### src/rtl/mem_port_arbiter.sv
`default_nettype none
// ============================================================================
// mem_port_arbiter : round-robin arbiter sharing one single-port memory
//                    between requester A (fetch) and requester B (data).
// Revision 1.0
// ============================================================================
module mem_port_arbiter #(
    parameter int NB_DATA = 32,
    parameter int NB_ADDR = 10,
    parameter int MEM_LAT = 2
) (
    input  logic               i_clk,
    input  logic               i_rst_n,
    input  logic               i_req_a,
    input  logic               i_req_b,
    input  logic               i_we_a,
    input  logic               i_we_b,
    input  logic [NB_ADDR-1:0] i_addr_a,
    input  logic [NB_ADDR-1:0] i_addr_b,
    input  logic [NB_DATA-1:0] i_wdata_a,
    input  logic [NB_DATA-1:0] i_wdata_b,
    output logic               o_gnt_a,
    output logic               o_gnt_b,
    output logic               o_rvalid_a,
    output logic               o_rvalid_b,
    output logic [NB_DATA-1:0] o_rdata_a,
    output logic [NB_DATA-1:0] o_rdata_b,
    output logic               o_mem_en,
    output logic               o_mem_we,
    output logic [NB_ADDR-1:0] o_mem_addr,
    output logic [NB_DATA-1:0] o_mem_wdata,
    input  logic [NB_DATA-1:0] i_mem_rdata,
    output logic               o_sel,
    output logic               o_busy
);

    localparam int               CNT_W    = $clog2(MEM_LAT + 1);
    localparam logic [CNT_W-1:0] CNT_LOAD = CNT_W'(MEM_LAT - 1);

    localparam logic [1:0] ST_IDLE   = 2'd0;
    localparam logic [1:0] ST_ACCESS = 2'd1;
    localparam logic [1:0] ST_WAIT   = 2'd2;
    localparam logic [1:0] ST_RESP   = 2'd3;

    logic [1:0]       state;
    logic [1:0]       state_nxt;
    logic [CNT_W-1:0] cnt;
    logic             last_owner;   // 0 = A, 1 = B
    logic             we_q;
    logic             any_req;
    logic             win_b;
    logic             start;
    logic             wait_done;

    assign any_req   = i_req_a | i_req_b;
    // B wins when alone, or on contention when A owned the port last
    assign win_b     = i_req_b & (~i_req_a | ~last_owner);
    assign start     = ((state == ST_IDLE) || (state == ST_RESP)) && any_req;
    assign wait_done = (state == ST_WAIT) && (cnt == '0);

    always_ff @(posedge i_clk or negedge i_rst_n) begin
        if (!i_rst_n) begin
            state <= ST_IDLE;
        end else begin
            state <= state_nxt;
        end
    end

    always_comb begin
        state_nxt = state;
        case (state)
            ST_IDLE:   state_nxt = any_req ? ST_ACCESS : ST_IDLE;
            ST_ACCESS: state_nxt = ST_WAIT;
            ST_WAIT:   state_nxt = wait_done ? ST_RESP : ST_WAIT;
            ST_RESP:   state_nxt = any_req ? ST_ACCESS : ST_IDLE;
            default:   state_nxt = ST_IDLE;
        endcase
    end

    always_comb begin
        o_mem_en   = 1'b0;
        o_mem_we   = 1'b0;
        o_gnt_a    = 1'b0;
        o_gnt_b    = 1'b0;
        o_rvalid_a = 1'b0;
        o_rvalid_b = 1'b0;
        o_busy     = 1'b0;
        case (state)
            ST_ACCESS: begin
                o_mem_en = 1'b1;
                o_mem_we = we_q;
                o_gnt_a  = ~o_sel;
                o_gnt_b  = o_sel;
                o_busy   = 1'b1;
            end
            ST_WAIT: begin
                o_busy = 1'b1;
            end
            ST_RESP: begin
                o_rvalid_a = ~o_sel;
                o_rvalid_b = o_sel;
                o_busy     = 1'b1;
            end
            default: begin
                o_busy = 1'b0;
            end
        endcase
    end

    always_ff @(posedge i_clk or negedge i_rst_n) begin
        if (!i_rst_n) begin
            o_sel       <= 1'b0;
            last_owner  <= 1'b1;
            we_q        <= 1'b0;
            o_mem_addr  <= '0;
            o_mem_wdata <= '0;
        end else if (start) begin
            o_sel       <= win_b;
            last_owner  <= win_b;
            we_q        <= win_b ? i_we_b : i_we_a;
            o_mem_addr  <= win_b ? i_addr_b : i_addr_a;
            o_mem_wdata <= win_b ? i_wdata_b : i_wdata_a;
        end
    end

    // Loaded once per transaction; never wraps because WAIT exits at zero
    always_ff @(posedge i_clk or negedge i_rst_n) begin
        if (!i_rst_n) begin
            cnt <= '0;
        end else if (start) begin
            cnt <= CNT_LOAD;
        end else if ((state == ST_WAIT) && (cnt != '0)) begin
            cnt <= cnt - CNT_W'(1);
        end
    end

    always_ff @(posedge i_clk or negedge i_rst_n) begin
        if (!i_rst_n) begin
            o_rdata_a <= '0;
            o_rdata_b <= '0;
        end else if (wait_done && !we_q) begin
            if (o_sel) begin
                o_rdata_b <= i_mem_rdata;
            end else begin
                o_rdata_a <= i_mem_rdata;
            end
        end
    end

endmodule
`default_nettype wire

### config.mk
export PLATFORM = sky130hd
export DESIGN_NAME = mem_port_arbiter
export DESIGN_NICKNAME = d
export VERILOG_FILES = /design/src/rtl/mem_port_arbiter.sv
export SDC_FILE = /design/constraint.sdc
export NUM_CORES = 1
export LEC_CHECK = 0
export BUFFER_PORTS_ARGS = -buffer_cell sky130_fd_sc_hd__buf_2
export CAP_MARGIN = 30
export CORE_MARGIN = 4
export CORE_UTILIZATION = 35
export DETAILED_ROUTE_END_ITERATION = 8
export PLACE_DENSITY = 0.67
export SETUP_SLACK_MARGIN = 0.4
export SLEW_MARGIN = 40
export SYNTH_ARGS = -nofsm -noshare
export SYNTH_HDL_FRONTEND = slang
export SYNTH_SLANG_ARGS = --single-unit
### constraint.sdc
create_clock -name i_clk -period 2.3 [get_ports i_clk]
set_input_delay 0.115 -clock i_clk [delete_from_list [all_inputs] [get_ports i_clk]]
set_output_delay 0.115 -clock i_clk [all_outputs]
set_load 0.05 [all_outputs]
## Yosys cells after proc, flatten, opt, wreduce, memory -nomap -nowiden

Cells that the tools add are included.

- $add $sub $neg: 1
- Order comparisons: 0
- Multiply operators: 0
- Equal/unequal tests: 3
- Mux-type cells: 15
- Bitwise logic cells: 6
- Divide/modulo/power cells: 0
- Shift-type cells: 0
- Reduce and logical (&&, ||, !) cells: 14

Operator list:

| operator | number |
|---|---|
| $mux W32 | 1 |
| $mux W1 | 10 |
| $mux W10 | 1 |
| $pmux W2 S3 | 1 |
| $eq A2 B2 Y1 const B | 2 |
| $logic_and A1 B1 Y1 | 4 |
| $logic_not A2 Y1 | 2 |
| $mux W2 | 2 |
| $reduce_and A2 Y1 | 2 |
| $reduce_bool A2 Y1 | 2 |
| $not A1 Y1 | 3 |
| $reduce_or A3 Y1 | 1 |
| $eq A2 B1 Y1 const B | 1 |
| $or A1 B1 Y1 | 2 |
| $reduce_or A2 Y1 | 1 |
| $sub A2 B1 Y2 const B | 1 |
| $and A1 B1 Y1 | 1 |
| $logic_not A1 Y1 | 1 |
| $logic_or A1 B1 Y1 | 1 |

- Bits of input ports: 122
- Memories: 0
- Latch bits: 0
- Register bits after elaboration: 113
- Bits in writable memories: 0
- Output and inout port bits: 114
- ROM bits: 0

## Logic depth before layout (Yosys ltp)

Gate-level depths: netlist of the first run.

- Depth after elaboration: 4
- Gate-level depth with buffers: 7
- Depth with buffers taken out: 5

## Least setup slack after synthesis of the first run

OpenSTA, ideal clock, no wires.

- Kind: reg-to-output
- Start: reg state[1]
- End: out o_gnt_a
- Setup slack: 0.439 ns
- Path buffers: 0
- Data arrival time: 1.746 ns
- Cell stages (with the launch flop): 4
- Required time: 2.185 ns
- Cell sequence: dfrtp_1 -> inv_1 -> ha_1 -> nor2b_1

- Word-level cells in the longest chain between the ends: 2

Ends and longest elaborated chain:

| element | RTL line | RTL |
|---|---|---|
| start, declared | 45 | `logic [1:0] state;` |
| start signal, assigned | 65 | `state <= state_nxt;` |
| $eq A2 B1 Y1 | 88 | `case (state)` |
| $mux W1 | 88 |  |
| end, declared | 22 | `output logic o_gnt_a,` |

Every way passes these cells.

## Worst setup path in the final report of the first run

- Start: reg state[0]
- End: reg o_rdata_a[31]

- Word-level cells in the longest chain between the ends: 4

Ends and longest elaborated chain:

| element | RTL line | RTL |
|---|---|---|
| $eq A2 B2 Y1 | 59 | `assign wait_done = (state == ST_WAIT) && (cnt == '0);` |
| $logic_and A1 B1 Y1 | 59 |  |
| $logic_and A1 B1 Y1 | 141 | `end else if (wait_done && !we_q) begin` |
| $reduce_and A2 Y1 (no source line) | - |  |
| end signal, assigned | 145 | `o_rdata_a <= i_mem_rdata;` |
| end, declared | 26 | `output logic [NB_DATA-1:0] o_rdata_a,` |

Every way passes these cells.
A chain may end at the register's enable or synchronous reset.

==> results.toml, run 1 <==
[placed_design]
gp_congestion = 0.816
dp.final_hpwl_um = 9880
port_buffers = 235
placed_area_um2 = 6250

[synthesis]
ys_ff_latch = 113
synthCells = 408
yosysWarnings = 0
synth_nets = 536
avgSynthCellArea_um2 = 11.9
netlist_area_um2 = 4850
synth_cell_types = 26
yosysSeqAreaShare_pct = 58.4

[drt]
antenna_left = 0
wl_per_cell_um = 16.8
routed_wl_um = 15700
drcViolationCount = 0
via_per_inst = 4.75
vias = 4434
first_pass_iters = 4
drt_iter0_markers = 168

[critical_path]
cp-start-kind = "flip-flop"
cp.arrival_ns = 2.07
crit_path_end_kind = "flip-flop"
crit_type = "flip-flop to flip-flop"
required_ns = 2.58
worstPathMaxFanout = 8

[hold_path]
hp-class = "input port to flip-flop"

[cts]
cts_made_buffers = 17
cts_tree = "built"
htreeDepth = 4
path_clk_slew_ns = 0.05
worstSkewPairLatency_ns = 0.40
clock-root-buffer = "clkbuf_16"
cts_sinks = 113
clock_path_buffers = 2

[global_routing]
gr-total-overflow = 0
grt_pass1_wl_um = 24500
grt_pass1_vias = 4807
grt_max_degree = 114
grt_use_total_pct = 19.4
antenna_found_initial = 2

[sta]
setup_viol = 0
min_period_ns = 1.79
period_share_pct = 77.9
finClkSkew_ns = 0.00395
fmax_mhz = 558
hold_viol = 0
tightestPinTransition_ns = 0.590
rsz0062_at_grt = "no"
fin_setup_tns_ns = 0
max_slew_margin_pct = 60.6
maxSlewViolCount = 0

[status]
outcome = "finished clean"

[finish]
final_common_cell = "buf_2"
fillers = 1066
syn2layout_area_growth_pct = 62.0
fin_area_um2 = 7850
drive_gt1_share_pct = 46.4
nets = 872
final_cell_mix = "234 x buf_2, 112 x dfrtp_1, 93 x dlygate4sd3_1, 88 x a21oi_1, 45 x nand2_1"

[floorplan]
start_util_pct = 36.2
die_w_um = 126
die_y_um = 126
core_region_area_um2 = 13400
ios = 236
rows = 42
die_area_um2 = 15800

[power_and_ir_drop]
ir_drop_mv = 0.782
leakage_nw = 3.97
power_w = 0.0137
p_per_area_nw_per_um2 = 1750

[run]
maxCapViolCount = 0
## critical path, cell delays in order, from the launching register on
cell and delay (ns):
dfrtp_1 0.41, inv_1 0.10, ha_2 0.23, nand2_2 0.09, nor3_4 0.17, buf_4 0.17
buf_6 0.16, mux2_2 0.35
## path summary, 6_finish.rpt
check | slack [ns] | cells past startpoint | from | end
min reg2reg | 0.48 | 1 | o_rdata_a[5] | o_rdata_a[5]
min | 0.02 | 3 | i_we_b | we_q
max | 0.51 | 7 | state[0] | o_rdata_a[31]
max reg2reg | 0.51 | 7 | state[0] | o_rdata_a[31]
max in group asynchronous | 1.51 | 3 | i_rst_n | o_mem_wdata[8]
min in group asynchronous | 0.37 | 3 | i_rst_n | o_rdata_a[23]
## synth_stat cells
| cell | instances | area [um^2] |
|---|---|---|
| a211oi_1 | 1 | 7.51 |
| a21bo_2 | 1 | 10.0 |
| a21boi_2 | 1 | 11.3 |
| a21oi_1 | 88 | 440 |
| a31oi_1 | 1 | 6.26 |
| and2_1 | 3 | 18.8 |
| buf_2 | 17 | 85.1 |
| buf_4 | 1 | 7.51 |
| buf_6 | 6 | 67.6 |
| clkbuf_1 | 1 | 3.75 |
| dfrtp_1 | 112 | 2800 |
| dfstp_2 | 1 | 26.3 |
| ha_1 | 6 | 75.1 |
| inv_1 | 6 | 22.5 |
| mux2_1 | 2 | 22.5 |
| mux2_2 | 32 | 360 |
| mux2_4 | 30 | 450 |
| nand2_1 | 46 | 173 |
| nand4b_4 | 1 | 23.8 |
| nor2_1 | 44 | 165 |
| nor2b_1 | 3 | 18.8 |
| nor3_4 | 1 | 16.3 |
| o21ai_0 | 1 | 5.00 |
| o21ba_2 | 1 | 10.0 |
| o21bai_1 | 1 | 7.51 |
| xnor2_1 | 1 | 8.76 |
## metrics by stage
step                setup slack [ns]  hold slack, ns  instances  utilization [%]
global placement               0.578           0.240        801             46.5
floorplan                      0.439          -0.181        408                -
detailed placement             0.467           0.253        802             46.7
global route                   0.395         0.00141        931             58.5
finish                         0.509          0.0191        933             58.6
CTS                            0.448         0.00110        925             57.9
## what timing repair did
item | CTS | global route
hold buffers | 93 | 0
buffers inserted | 0 | 3
hold endpoints to repair | 220 | 0
setup endpoints to repair | 0 | 62
gates resized for setup | 0 | 3
## layer usage
metal / vias up / track usage, % / wire (um)
li1: 2067 / - / -
met1: 2097 / 23.9 / 6530
met2: 234 / 31.3 / 7530
met3: 34 / 5.93 / 1270
met4: 2 / 8.80 / 371
met5: - / 0 / 13
## kinds of logic after synthesis
group	after synthesis	synth area share (%)
flops	113	58.4
fa+ha+maj	6	1.55
buf+inv	31	3.85
xor+xnor	1	0.181
mux	64	17.2
simple gates	98	8.57
compound gates	95	10.3
## area by class of cell
| cell class | count | area, um^2 | area share (%) |
|---|---|---|---|
| Tap cell | 176 | 220 | 2.81 |
| Clock inverter | 10 | 111 | 1.42 |
| Antenna cell | 2 | 5.00 | 0.0638 |
| Multi-Input combinational cell | 265 | 1870 | 23.8 |
| Sequential cell | 113 | 2830 | 36.0 |
| Clock buffer | 20 | 467 | 5.95 |
| Inverter | 6 | 22.5 | 0.287 |
| Timing Repair Buffer | 341 | 2320 | 29.6 |
## registers in the layout, summed over array words and instances (netlist names)
signal,flops
cnt,2
last_owner,1
o_mem_addr,10
o_mem_wdata,32
o_rdata_a,32
o_rdata_b,32
o_sel,1
state,2
we_q,1
## where the power goes
| group | total (W) | internal (W) | switching [W] |
|---|---|---|---|
| clock network | 0.00254 | 0.00166 | 0.000883 |
| registers | 0.00361 | 0.00300 | 0.000607 |
| logic | 0.00757 | 0.00221 | 0.00535 |
| total | 0.0137 | 0.00687 | 0.00684 |
(Power assumes the default switching activity.)
==> run 2: changes to the inputs <==
==> constraint.sdc (replaced) <==
create_clock -name i_clk -period 1.9 [get_ports i_clk]
set_input_delay 0.095 -clock i_clk [delete_from_list [all_inputs] [get_ports i_clk]]
set_output_delay 0.095 -clock i_clk [all_outputs]
set_load 0.05 [all_outputs]
==> run 2 against run 1 <==
Cell area is 9.8% higher. Core utilization is 5.7 points higher. Clock-buffer cell count is 2 lower. Flip-flop and latch count stayed put. Critical path depth stayed put. Register-to-register slack worse by 0.21 ns. Total power is 31% higher. Sequential share of layout area is 3.2 points lower. Clock power is 15% higher.
==> results.toml, run 2 (same netlist as run 1, synthesis figures left out) <==
[power_and_ir_drop]
p_per_area_nw_per_um2 = 2090
ir_drop_mv = 1.04
leakage_nw = 4.26
power_w = 0.0180

[critical_path]
required_ns = 2.19
cp_slowest_cell = "dfrtp_1"
cp.arrival_ns = 1.89
cp-start-kind = "flip-flop"
cp_cell_sequence = "inv_2, buf_6, ha_4, o21bai_4, buf_12, a21oi_1, a21oi_1"
crit_path_max_incr_delay_ns = 0.38
startpoint = "state[0]"
worstPathMaxFanout = 26
r2r_setup_slack_ns = 0.30
cp_num_buf_inv = 3
worst_path_most_repeated_cell = "a21oi_1"
r2r_start = "state[0]"
crit_type = "flip-flop to flip-flop"
timing.rr.end = "o_mem_wdata[20]"
critPathTopFamily = "compound AO/OA/AOI/OAI gates"
r2r_cells = 7
crit_path_end_kind = "flip-flop"

[drt]
via_per_inst = 5.05
vias = 4886
first_pass_iters = 5
antenna_left = 0
routed_wl_um = 18500
drt_iter0_markers = 313
drcViolationCount = 0
wl_per_cell_um = 19.1

[placed_design]
dp.final_hpwl_um = 9970
gp_congestion = 0.816
port_buffers = 235
dp_cells = 803

[cts]
clock_path_buffers = 2
worstSkewPairLatency_ns = 0.41
clock-root-buffer = "clkbuf_16"
cts_tree = "built"
cts_sinks = 113
path_clk_slew_ns = 0.05
cts_made_buffers = 17
htreeDepth = 4

[hold_path]
whs_endpoint = "o_mem_wdata[26]"
hp-start = "i_wdata_b[26]"
min_path_cells = 3
hp-class = "input port to flip-flop"

[sta]
rsz0062_at_grt = "yes"
fin_setup_tns_ns = 0
fmax_mhz = 624
hold_viol = 0
period_share_pct = 84.3
finClkSkew_ns = 0.0142
max_slew_margin_pct = 63.7
maxSlewViolCount = 0
tightestPinTransition_ns = 0.545
min_period_ns = 1.60
setup_viol = 0

[finish]
nets = 907
syn2layout_area_growth_pct = 77.8
top_regs = "o_mem_wdata (32), o_rdata_a (32), o_rdata_b (32)"
stdcell_count = 968
n_antenna_cell = 0
final_cell_mix = "227 x buf_2, 111 x dlygate4sd3_1, 110 x dfrtp_1, 69 x a21oi_1, 62 x mux2_4"
fillers = 938
drive_gt1_share_pct = 52.3
final_common_cell = "buf_2"

[floorplan]
ios = 236
start_util_pct = 36.2
rows = 42
die_w_um = 126
core_region_area_um2 = 13400
die_y_um = 126
die_area_um2 = 15800

[global_routing]
gr-total-overflow = 0
grt_use_total_pct = 22.6
antenna_found_initial = 2
grt_max_degree = 70
grt_pass1_vias = 5279
grt_pass1_wl_um = 28500

[status]
outcome = "finished clean"

[run]
maxCapViolCount = 0
-- run 2: cell count changes in the layout (fill, tap and decap cells not counted), moves of 9 or more --
cell	before	now
buf_6	1	11
mux2_4	30	62
a21oi_2	0	19
nor2_1	44	35
a21oi_1	88	69
mux2_2	32	2
dlygate4sd3_1	93	111
-- run 2: worst register-to-register path: stages (launching register included) --
cell and delay (ns):
dfrtp_1 0.38, inv_2 0.07, buf_6 0.12, ha_4 0.25, o21bai_4 0.20, buf_12 0.18
a21oi_1 0.18, a21oi_1 0.11
-- run 2: area by class of cell --
class / instances / area, um^2 / share of cell area [%]
multi-input cells: 265 / 2200 / 25.5
clock buffers: 18 / 439 / 5.10
clock inverters: 14 / 108 / 1.25
well taps: 176 / 220 / 2.56
repair buffers: 376 / 2790 / 32.4
inverters: 6 / 25.0 / 0.290
flip-flops and latches: 113 / 2830 / 32.9
-- run 2: worst max-delay path by stage --
| stage | endpoint | cells after the start | slack, ns |
|---|---|---|---|
| 2_1_floorplan | o_gnt_a | 3 | 0.28 |
| 3_3_place_gp | o_mem_wdata[25] | 5 | 0.11 |
| 3_5_place_dp | o_mem_wdata[25] | 6 | 0.06 |
| 4_1_cts | o_gnt_a | 4 | 0.28 |
| 5_1_grt | o_mem_wdata[13] | 7 | 0.23 |
| 6_report | o_mem_wdata[20] | 7 | 0.30 |
-- run 2: repair_timing --
item	in CTS	in global routing
setup endpoints to repair	115	115
gates resized for setup	64	42
endpoints found under the hold margin	220	0
pin swaps	4	3
hold buffers	111	0
cloned	5	2
buffers inserted	13	2
-- run 2: layer usage --
| layer | up-vias | global-route usage, % | share of wire, % |
|---|---|---|---|
| met2 | 360 | 37.3 | 49 |
| met3 | 44 | 8.21 | 11 |
| met4 | 4 | 8.61 | 2.2 |
| met1 | 2333 | 27.1 | 38 |
| li1 | 2145 | - | - |
| met5 | - | 0 | 0.14 |
-- run 2: power by group --
group / switching, W / total [W] / internal [W]
clock network: 0.00121 / 0.00293 / 0.00171
logic: 0.00703 / 0.0106 / 0.00352
registers: 0.000875 / 0.00451 / 0.00364
-- run 2: per-stage QoR --
step	util, %	area [um^2]	hold WS (ns)	worst slack (ns)
global route	64.3	8620	0.0242	0.230
floorplan	-	4900	-0.201	0.276
global placement	46.9	6280	-0.0243	0.110
finish	64.3	8620	0.0234	0.299
CTS	62.8	8420	0.000248	0.275
detailed placement	47.0	6290	-0.0205	0.0580
==> run 3: changes to the inputs <==
==> constraint.sdc (replaced) <==
create_clock -name i_clk -period 1.66 [get_ports i_clk]
set_input_delay 0.083 -clock i_clk [delete_from_list [all_inputs] [get_ports i_clk]]
set_output_delay 0.083 -clock i_clk [all_outputs]
set_load 0.05 [all_outputs]
==> run 3 against run 2 <==
Sequential share of layout area is 1.5 points lower. Clock skew is 0.0060 ns lower. Largest power group unchanged. Fmax decreased by 4.7%. The flow now finishes with violations (negative setup slack). Sequential power increased by 12%. Critical path type unchanged. Via count grew 1.3%.
==> results.toml, run 3 (same netlist as run 1, synthesis figures left out) <==
[sta]
tightestPinTransition_ns = 0.313
setup_ws_ns = -0.0206
fin_setup_tns_ns = -0.137
hold_viol = 0
finClkSkew_ns = 0.00820
rsz0062_at_grt = "yes"
setup_viol = 15
min_period_ns = 1.68
period_share_pct = 101
max_slew_margin_pct = 79.1
maxSlewViolCount = 0
fin_hold_ws_ns = 0.0639
fmax_mhz = 595

[cts]
path_clk_slew_ns = 0.05
worstSkewPairLatency_ns = 0.40
cts_made_buffers = 17
htreeDepth = 4
clock_path_buffers = 2
clock-root-buffer = "clkbuf_16"
cts_sinks = 113
cts_tree = "built"

[power_and_ir_drop]
leakage_nw = 4.49
p_per_area_nw_per_um2 = 2360
ir_drop_mv = 1.28

[finish]
fillers = 910
nets = 932
syn2layout_area_growth_pct = 86.3
final_cell_mix = "226 x buf_2, 120 x dlygate4sd3_1, 111 x dfrtp_1, 74 x a21oi_1, 64 x mux2_4"
drive_gt1_share_pct = 50.7
final_common_cell = "buf_2"
n_antenna_cell = 0
top_regs = "o_mem_wdata (32), o_rdata_a (32), o_rdata_b (32)"

[global_routing]
grt_max_degree = 59
grt_pass1_wl_um = 28600
gr-total-overflow = 0
antenna_found_initial = 0
grt_use_total_pct = 22.7
grt_pass1_vias = 5536

[critical_path]
crit_type = "flip-flop to flip-flop"
crit_path_end_kind = "flip-flop"
worstPathMaxFanout = 11
cp-start-kind = "flip-flop"
required_ns = 1.96
cp.arrival_ns = 1.98

[drt]
vias = 4948
drcViolationCount = 0
via_per_inst = 4.99
drt_iter0_markers = 310
wl_per_cell_um = 19.3
first_pass_iters = 4
routed_wl_um = 19100
antenna_left = 0

[placed_design]
gp_congestion = 0.837
dp.final_hpwl_um = 9620
port_buffers = 235

[floorplan]
ios = 236
die_y_um = 126
start_util_pct = 36.2
core_region_area_um2 = 13400
die_area_um2 = 15800
rows = 42
die_w_um = 126

[status]
outcome = "finished with violations"
violations = "negative setup slack"

[run]
maxCapViolCount = 0

[hold_path]
hp-class = "input port to flip-flop"
## run 3: cell types whose count changed in the layout (fill, tap and decap cells not counted), sizes merged
cell	before	now
o21bai	2	1
clkinvlp	3	2
buf	263	276
dlygate4sd3	111	120
clkinv	8	3
inv	9	7
bufinv	0	4
clkbuf	20	26
## run 3: layout make-up
cell class / count / area [um^2] / area share, %
Clock buffer: 20 / 457 / 5.06
Clock inverter: 10 / 159 / 1.76
Inverter: 6 / 22.5 / 0.249
Multi-Input combinational cell: 264 / 2120 / 23.5
Sequential cell: 113 / 2830 / 31.4
Tap cell: 176 / 220 / 2.44
Timing Repair Buffer: 402 / 3220 / 35.7
## run 3: report_power, final
| group | leakage, nW | internal [W] | switching [W] |
|---|---|---|---|
| clock | 0.298 | 0.00257 | 0.00124 |
| combinational | 2.87 | 0.00432 | 0.00812 |
| sequential | 1.33 | 0.00416 | 0.000904 |
## run 3: path summary, 6_finish.rpt
| check | startpoint | endpoint | slack (ns) | depth (start not counted) |
|---|---|---|---|---|
| max | state[0] | o_mem_wdata[31] | -0.02 | 6 |
| min | i_req_b | last_owner | 0.06 | 3 |
| max reg2reg | state[0] | o_mem_wdata[31] | -0.02 | 6 |
| min reg2reg | o_rdata_b[21] | o_rdata_b[21] | 0.50 | 1 |
| max in group asynchronous | i_rst_n | last_owner | 1.09 | 3 |
| min in group asynchronous | i_rst_n | o_rdata_a[21] | 0.26 | 3 |
## run 3: layer usage
| layer | part of all wire, % | global-route usage (%) |
|---|---|---|
| met4 | 2.5 | 9.82 |
| met2 | 50 | 38.1 |
| met3 | 11 | 8.51 |
| met5 | 0 | 0 |
| met1 | 37 | 26.1 |
## run 3: worst max-delay path, stage by stage (launching register included)
cell and delay (ns):
dfrtp_1 0.38, inv_2 0.09, ha_2 0.31, o21ba_4 0.35, buf_12 0.18, nor2_1 0.06
a21oi_1 0.20
## run 3: repair_timing
action                                  CTS  global route
gates cloned                              6             8
hold endpoints to repair                221             0
resized for setup                        68            35
hold buffers                            120             0
endpoints found under the setup margin  119           120
setup buffers                            13             5
pin swaps                                 4             3
## run 3: through the flow
| stage | utilization [%] | total power [W] | setup slack [ns] | area [um^2] | std cells |
|---|---|---|---|---|---|
| 5_1_grt | 67.4 | 0.0222 | -0.0668 | 9030 | 991 |
| 6_report | 67.4 | 0.0213 | -0.0206 | 9030 | 991 |
| 3_5_place_dp | 47.4 | 0.0152 | -0.0193 | 6350 | 809 |
| 3_3_place_gp | 47.4 | 0.0150 | 0.0164 | 6350 | 809 |
| 4_1_cts | 64.9 | 0.0201 | -0.0121 | 8700 | 978 |
| 2_1_floorplan | - | 0.0126 | 0.0410 | 4900 | 408 |
